## config.mk

```make
export PLATFORM = sky130hd
export DESIGN_NAME = truco_aposta
export DESIGN_NICKNAME = d
export VERILOG_FILES = /design/src/rtl/truco_pkg.sv /design/src/rtl/truco_aposta.sv
export SDC_FILE = /design/constraint.sdc
export NUM_CORES = 1
export LEC_CHECK = 0
export CAP_MARGIN = 30
export CORE_MARGIN = 3
export CORE_UTILIZATION = 30
export CTS_CLUSTER_SIZE = 16
export DETAILED_ROUTE_END_ITERATION = 16
export REMOVE_ABC_BUFFERS = 1
export SKIP_CTS_REPAIR_TIMING = 1
export SLEW_MARGIN = 10
export SYNTH_ARGS = -nofsm -noshare
export SYNTH_HDL_FRONTEND = slang
export SYNTH_SLANG_ARGS = --single-unit
```

## constraint.sdc

```tcl
create_clock -name CLK -period 3.08 [get_ports CLK]
set_input_delay 0.308 -clock CLK [delete_from_list [all_inputs] [get_ports CLK]]
set_output_delay 0.308 -clock CLK [all_outputs]
set_load 0.005 [all_outputs]
```

## src/rtl/truco_pkg.sv

```systemverilog
// -----------------------------------------------------------------------------
// truco_pkg
// Shared definitions for the truco wager/scoring blocks:
//   state_t  - wager controller states
//   DIR_*    - raise-right codes driven on Dir
//   IDX_MAX  - top of the value ladder (value 12)
//   ladder() - ladder index -> hand value (1, 3, 6, 9, 12)
// -----------------------------------------------------------------------------
package truco_pkg;

  typedef enum logic [1:0] {
    S_IDLE   = 2'd0,
    S_ACTIVE = 2'd1,
    S_PEND   = 2'd2,
    S_DONE   = 2'd3
  } state_t;

  localparam logic [1:0] DIR_BOTH = 2'b00;
  localparam logic [1:0] DIR_P1   = 2'b01;
  localparam logic [1:0] DIR_P2   = 2'b10;
  localparam logic [1:0] DIR_NONE = 2'b11;

  localparam logic [2:0] IDX_MAX = 3'd4;

  // Hand value for a ladder index; indices past the top map to 0.
  function automatic logic [3:0] ladder(input logic [2:0] idx);
    case (idx)
      3'd0:    ladder = 4'd1;
      3'd1:    ladder = 4'd3;
      3'd2:    ladder = 4'd6;
      3'd3:    ladder = 4'd9;
      3'd4:    ladder = 4'd12;
      default: ladder = 4'd0;
    endcase
  endfunction

endpackage

```

## src/rtl/truco_aposta.sv

```systemverilog
// -----------------------------------------------------------------------------
// truco_aposta
// Hand-wager controller: tracks the accepted value of the current hand as
// players raise (truco/seis/nove/doze), accept, counter-raise or fold.
//
// Parameters:
//   ACK_TIMEOUT  cycles a pending raise may wait before auto-accept (0 = off)
// Ports:
//   CLK, ClrN         clock (rising edge), asynchronous active-low reset
//   NovaMao           pulse, start a new hand (highest priority)
//   FimMao            pulse, hand decided by play
//   T1/T2, A1/A2, C1/C2  raise / accept / fold requests from player 1 / 2
//   P                 accepted hand value, 0 when no hand is active
//   Prop              proposed value while a raise is pending, else 0
//   Pend              a raise is awaiting an answer
//   Dir               raise right: 00 both, 01 P1, 10 P2, 11 nobody
//   Win1, Win2        one-cycle pulse, player wins by opponent fold
//   ErrReq            one-cycle pulse, an illegal request was ignored
// All outputs are registered.
// -----------------------------------------------------------------------------
module truco_aposta
  import truco_pkg::*;
#(
  parameter logic [7:0] ACK_TIMEOUT = 8'd0
) (
  input  logic       CLK,
  input  logic       ClrN,
  input  logic       NovaMao,
  input  logic       FimMao,
  input  logic       T1,
  input  logic       T2,
  input  logic       A1,
  input  logic       A2,
  input  logic       C1,
  input  logic       C2,
  output logic [3:0] P,
  output logic [3:0] Prop,
  output logic       Pend,
  output logic [1:0] Dir,
  output logic       Win1,
  output logic       Win2,
  output logic       ErrReq
);

  state_t     state_q, state_d;
  logic [2:0] idx_q, idx_d;
  logic [1:0] dir_d;
  logic       raiser_q, raiser_d;   // 0 = player 1 raised, 1 = player 2 raised
  logic [7:0] wait_q, wait_d;
  logic [3:0] p_d, prop_d;
  logic       pend_d, win1_d, win2_d, err_d;

  logic       t_ok1, t_ok2;
  logic       ty, ay, cy, tr, ar, cr;
  logic       timeout_hit;
  logic [2:0] idx_inc;

  assign idx_inc = idx_q + 3'd1;

  // Raise right check in ACTIVE: ladder not exhausted and Dir lets the player.
  assign t_ok1 = (idx_q < IDX_MAX) && ((Dir == DIR_BOTH) || (Dir == DIR_P1));
  assign t_ok2 = (idx_q < IDX_MAX) && ((Dir == DIR_BOTH) || (Dir == DIR_P2));

  // Responder (y) and raiser (r) views of the request lines while pending.
  assign ty = raiser_q ? T1 : T2;
  assign ay = raiser_q ? A1 : A2;
  assign cy = raiser_q ? C1 : C2;
  assign tr = raiser_q ? T2 : T1;
  assign ar = raiser_q ? A2 : A1;
  assign cr = raiser_q ? C2 : C1;

  // Fires on the cycle the wait counter would reach ACK_TIMEOUT, so the
  // auto-accept is visible right after the ACK_TIMEOUT-th waiting cycle.
  assign timeout_hit = (ACK_TIMEOUT != 8'd0) &&
                       (({1'b0, wait_q} + 9'd1) >= {1'b0, ACK_TIMEOUT});

  // NOTE: every signal driven here gets a default first, so no path through
  // the case/if tree can leave one unassigned and infer a latch.
  always_comb begin
    state_d  = state_q;
    idx_d    = idx_q;
    dir_d    = Dir;
    raiser_d = raiser_q;
    wait_d   = wait_q;
    win1_d   = 1'b0;
    win2_d   = 1'b0;
    err_d    = 1'b0;

    if (NovaMao) begin
      state_d  = S_ACTIVE;
      idx_d    = 3'd0;
      dir_d    = DIR_BOTH;
      raiser_d = 1'b0;
      wait_d   = 8'd0;
    end else begin
      case (state_q)
        S_ACTIVE: begin
          if (FimMao) begin
            state_d = S_DONE;
          end else begin
            if (T1 && t_ok1) begin
              state_d  = S_PEND;
              raiser_d = 1'b0;
              wait_d   = 8'd0;
            end else if (T2 && t_ok2) begin
              state_d  = S_PEND;
              raiser_d = 1'b1;
              wait_d   = 8'd0;
            end
            // A legal T2 shadowed by a legal T1 is dropped without error.
            err_d = (T1 && !t_ok1) || (T2 && !t_ok2) || A1 || A2 || C1 || C2;
          end
        end

        S_PEND: begin
          err_d = tr || ar || cr || FimMao;
          if (cy) begin
            state_d = S_DONE;
            win1_d  = !raiser_q;
            win2_d  = raiser_q;
          end else if (ay || timeout_hit) begin
            state_d = S_ACTIVE;
            idx_d   = idx_inc;
            if (idx_inc == IDX_MAX) dir_d = DIR_NONE;
            else                    dir_d = raiser_q ? DIR_P1 : DIR_P2;
          end else if (ty && (idx_inc < IDX_MAX)) begin
            // Counter-raise: accept the pending value and raise it again.
            idx_d    = idx_inc;
            raiser_d = !raiser_q;
            wait_d   = 8'd0;
          end else begin
            if (ty) err_d = 1'b1;
            if (wait_q != 8'hFF) wait_d = wait_q + 8'd1;
          end
        end

        default: ;  // IDLE and DONE ignore everything but NovaMao
      endcase
    end

    p_d    = (state_d == S_IDLE) ? 4'd0 : ladder(idx_d);
    prop_d = (state_d == S_PEND) ? ladder(idx_d + 3'd1) : 4'd0;
    pend_d = (state_d == S_PEND);
  end

  // NOTE: state flops use non-blocking assignments so every register samples
  // the pre-edge values, independent of statement order.
  always_ff @(posedge CLK or negedge ClrN) begin
    if (!ClrN) begin
      state_q  <= S_IDLE;
      idx_q    <= 3'd0;
      raiser_q <= 1'b0;
      wait_q   <= 8'd0;
      P        <= 4'd0;
      Prop     <= 4'd0;
      Pend     <= 1'b0;
      Dir      <= DIR_BOTH;
      Win1     <= 1'b0;
      Win2     <= 1'b0;
      ErrReq   <= 1'b0;
    end else begin
      state_q  <= state_d;
      idx_q    <= idx_d;
      raiser_q <= raiser_d;
      wait_q   <= wait_d;
      P        <= p_d;
      Prop     <= prop_d;
      Pend     <= pend_d;
      Dir      <= dir_d;
      Win1     <= win1_d;
      Win2     <= win2_d;
      ErrReq   <= err_d;
    end
  end

endmodule

```

==> impl_summary.txt <==
----------------------------------------------------
[Yosys]
  Share of synthesized area spent on multiplexers ... 0.03678
  Post-Synth XOR/XNOR Area ... 0.03380
  Synthesized-area fraction occupied by and/or/nand/nor cells ... 0.2227
  Post-synthesis instance area ... about 1300 um2
  Cell types occupying the most area after synthesis ... dfrtp_1 40%, ha_1 5.0%, nor2_1 2.7%, nor3_1 2.4%, o21ai_0 2.4%
  Fraction of the mapped netlist area in compound gates ... 0.2078
  Library cell with the largest summed area after synthesis ... dfrtp_1
  Number of register bits inferred by synthesis ... 20
  Yosys top cell area share ... 0.3976
  Register area share after synthesis ... 0.3976
  Adder and majority gate portion of the synthesized area ... 0.04970
  Number of warnings reported in the yosys synthesis log ... 0
  Post-Syn Area per Cell ... between 9 and 10 um2
  Post-Synthesis Cells ... 132
  Yosys cell types ... 47
  Combinational family with the most area after synthesis ... simple AND/OR/NAND/NOR gates

[Layout]
  Most frequent cells in the layout ... 23 x clkdlybuf4s50_1, 20 x dfrtp_1, 9 x nor2_1
  Most common cell after layout, fill and taps aside ... clkdlybuf4s50_1
  Final core area utilization ... 0.4172
  Post-layout nets ... roughly 180
  Post-route standard cell area excluding fillers ... 1608 um2
  Fraction of layout instances using a drive strength above 1 ... 0.1006
  Antenna fix cells ... 0
  Layout overhead on the synthesized area ... 27.73%

[Setup path]
  Kind of start point of the critical path ... register
  Type of the setup path with the least slack ... register to register
  Arrival time of data at the critical path endpoint ... roughly 3 ns
  Highest net fanout along the worst path ... 6
  Req. time, crit path ... roughly 3.3 ns
  Sort of element at the end of the critical path ... register

[Place]
  Global placement routability congestion ... a little under 0.9
  DPL Wire Length ... 2.367 mm
  IO Port Bufs ... 23
  Total placed instance area ... between 1500 and 2000 um2

[Clock network]
  H-tree levels ... 1
  Number of buffers added by the clock tree synthesis step ... 3
  Clock-pin slew reported for the worst setup and hold paths after clock tree synthesis ... 0.07 ns
  Worst skew pair latency ... ~0.25 ns
  Number of sinks driven by the clock tree ... 20
  Clock tree from TritonCTS ... yes
  CTS Root Buffer Type ... clkbuf_8
  Maximum root-to-sink buffer count ... 2

[Timing]
  Setup repair after global routing missed its margin ... no
  Summed negative setup slack over all endpoints ... 0 ns
  Final period utilization ... 0.9311
  Slew Limit Headroom ... 0.6325
  Final setup viols ... 0
  Max-slew violation total from the final report ... 0
  Final hold vios ... 0
  Time the worst path needs with I/O delays and setup ... between 2 and 3 ns
  Final Hold Slack ... about 0.28 ns
  Worst-Margin Slew ... 0.5501 ns
  Achievable Freq ... 0.3487 GHz
  Final clock skew ... roughly 0.0072 ns

[GRT]
  Initial antenna violation count ... 0
  Global route overflow ... 0
  Number of global-route vias before repair ... ~1100
  GRT Resource Usage Total ... 0.1225
  Pin count of the biggest net entering global routing ... 21
  First-pass GRT wire length ... 5.092 mm

[Detailed routing]
  DRC marker count from the first detailed-route iteration ... 97
  DRC Markers ... 0
  Post-detailed-routing wire length ... slightly below 3 mm
  Per-cell routed wire length ... 14.24 um
  Via count ... 1090
  Post-detailed-route via-to-cell ratio ... 5.266
  Number of nets still failing antenna checks after routing ... 0
  Drt pass-1 iters ... 4

[Power]
  Static leakage power ... between 0.7 and 0.8 nW
  Worst vdd ir ... around 0.00017 V
  Power density relative to cell area ... 557.4 nW/um2

[Die]
  Initial Utilization ... 0.3266
  Core area ... between 3000 and 4000 um2
  Horizontal die dimension ... between 70 and 80 um
  Floorplan die area ... 5009 um2
  Die boundary height ... 70.78 um
  Number of placement rows ... 22
  Count of pins on the block boundary ... 24

[Worst hold path]
  Class of the most critical hold timing path ... primary input to asynchronous set/reset pin

[Job]
  Number of max-capacitance violations reported ... 0

[Run status]
  Status ... complete, no violations

----------------------------------------------------
==> worst paths after layout <==
kind | slack [ns] | cells past startpoint | end | from
min in group CLK | 0.63 | 2 | Dir[0] | Dir[0]
worst max-delay path | 0.21 | 10 | Prop[0] | idx_q[0]
worst min register to register | 0.63 | 2 | Dir[0] | Dir[0]
worst min-delay path | 0.28 | 1 | raiser_q | ClrN
worst max register to register | 0.21 | 10 | Prop[0] | idx_q[0]
max in group asynchronous | 2.40 | 2 | Pend | ClrN
==> synthesized netlist by cell type (all sizes together) <==
library cell  instances
o2111a                1
xor2                  1
and4                  1
dfrtp                20
nor2                  9
nor4b                 1
or3                   4
and2                  4
o21a                  1
o32ai                 1
and3                  1
nor3b                 3
nand2b                4
a311oi                1
a22oi                 2
nor4                  2
mux4                  1
a311o                 1
a21o                  4
nand3                 3
o22ai                 2
nor4bb                1
a31oi                 2
o21ai                 8
inv                   8
buf                   3
xnor2                 3
a32o                  1
o311a                 1
nor3                  7
a22o                  1
nor2b                 4
ha                    5
a21oi                 5
a211oi                4
o211ai                1
clkbuf                2
o22a                  1
nand2                 6
mux2i                 2
==> per-stage QoR <==
stage                     total power, mW  instances  setup slack (ns)
after floorplan                    0.5844        127            0.4173
after global placement             0.7310        203            0.2400
after detailed placement           0.7341        203            0.1892
after CTS                          0.9026        206            0.2009
after global routing               0.9736        207           0.04189
final                              0.8961        207            0.2122
==> state kept, by name, summed over array words and instances (netlist names) <==
signal and cells:
Dir 2, Win2 1, Pend 1, raiser_q 1, idx_q 3, state_q 2
Prop 4, P 4, ErrReq 1, Win1 1
==> power by group <==
part / internal [mW] / leakage, nW / switching [mW]
combinational: 0.184 / 0.421 / 0.212
sequential: 0.304 / 0.267 / 0.0330
clock: 0.0868 / 0.0216 / 0.0765
==> area by class of cell <==
class / instances / area, um2
flip-flops and latches: 20 / 500.5
well taps: 48 / 60.06
multi-input cells: 99 / 693.2
clock buffers: 3 / 41.29
inverters: 8 / 30.03
repair buffers: 29 / 282.8
fillers: 374 / 2246
==> cells by family after synthesis <==
group                    after synthesis
XOR/XNOR                               4
AO/OA/AOI/OAI                         37
multiplexers                           3
flip-flops                            20
adder cells (fa/ha/maj)                5
buffers and inverters                 13
AND/OR/NAND/NOR                       50
==> critical path, stage by stage (launching register included) <==
cell	delay [ns]
dfrtp_1	0.46
ha_1	0.29
xor2_2	0.22
o22a_1	0.28
or3_1	0.32
a21o_2	0.26
inv_2	0.08
and2_1	0.12
ha_1	0.25
or3_1	0.37
a21oi_1	0.14
==> metal layers <==
| layer | wire, um | vias up | GRT usage |
|---|---|---|---|
| li1 | - | 539 | - |
| met3 | 79 | 2 | 0.02131 |
| met2 | 1484 | 16 | 0.2152 |
| met4 | 21 | 0 | 0.01879 |
| met5 | 0 | - | 0 |
| met1 | 1362 | 533 | 0.1602 |
(Power assumes the default switching activity.)
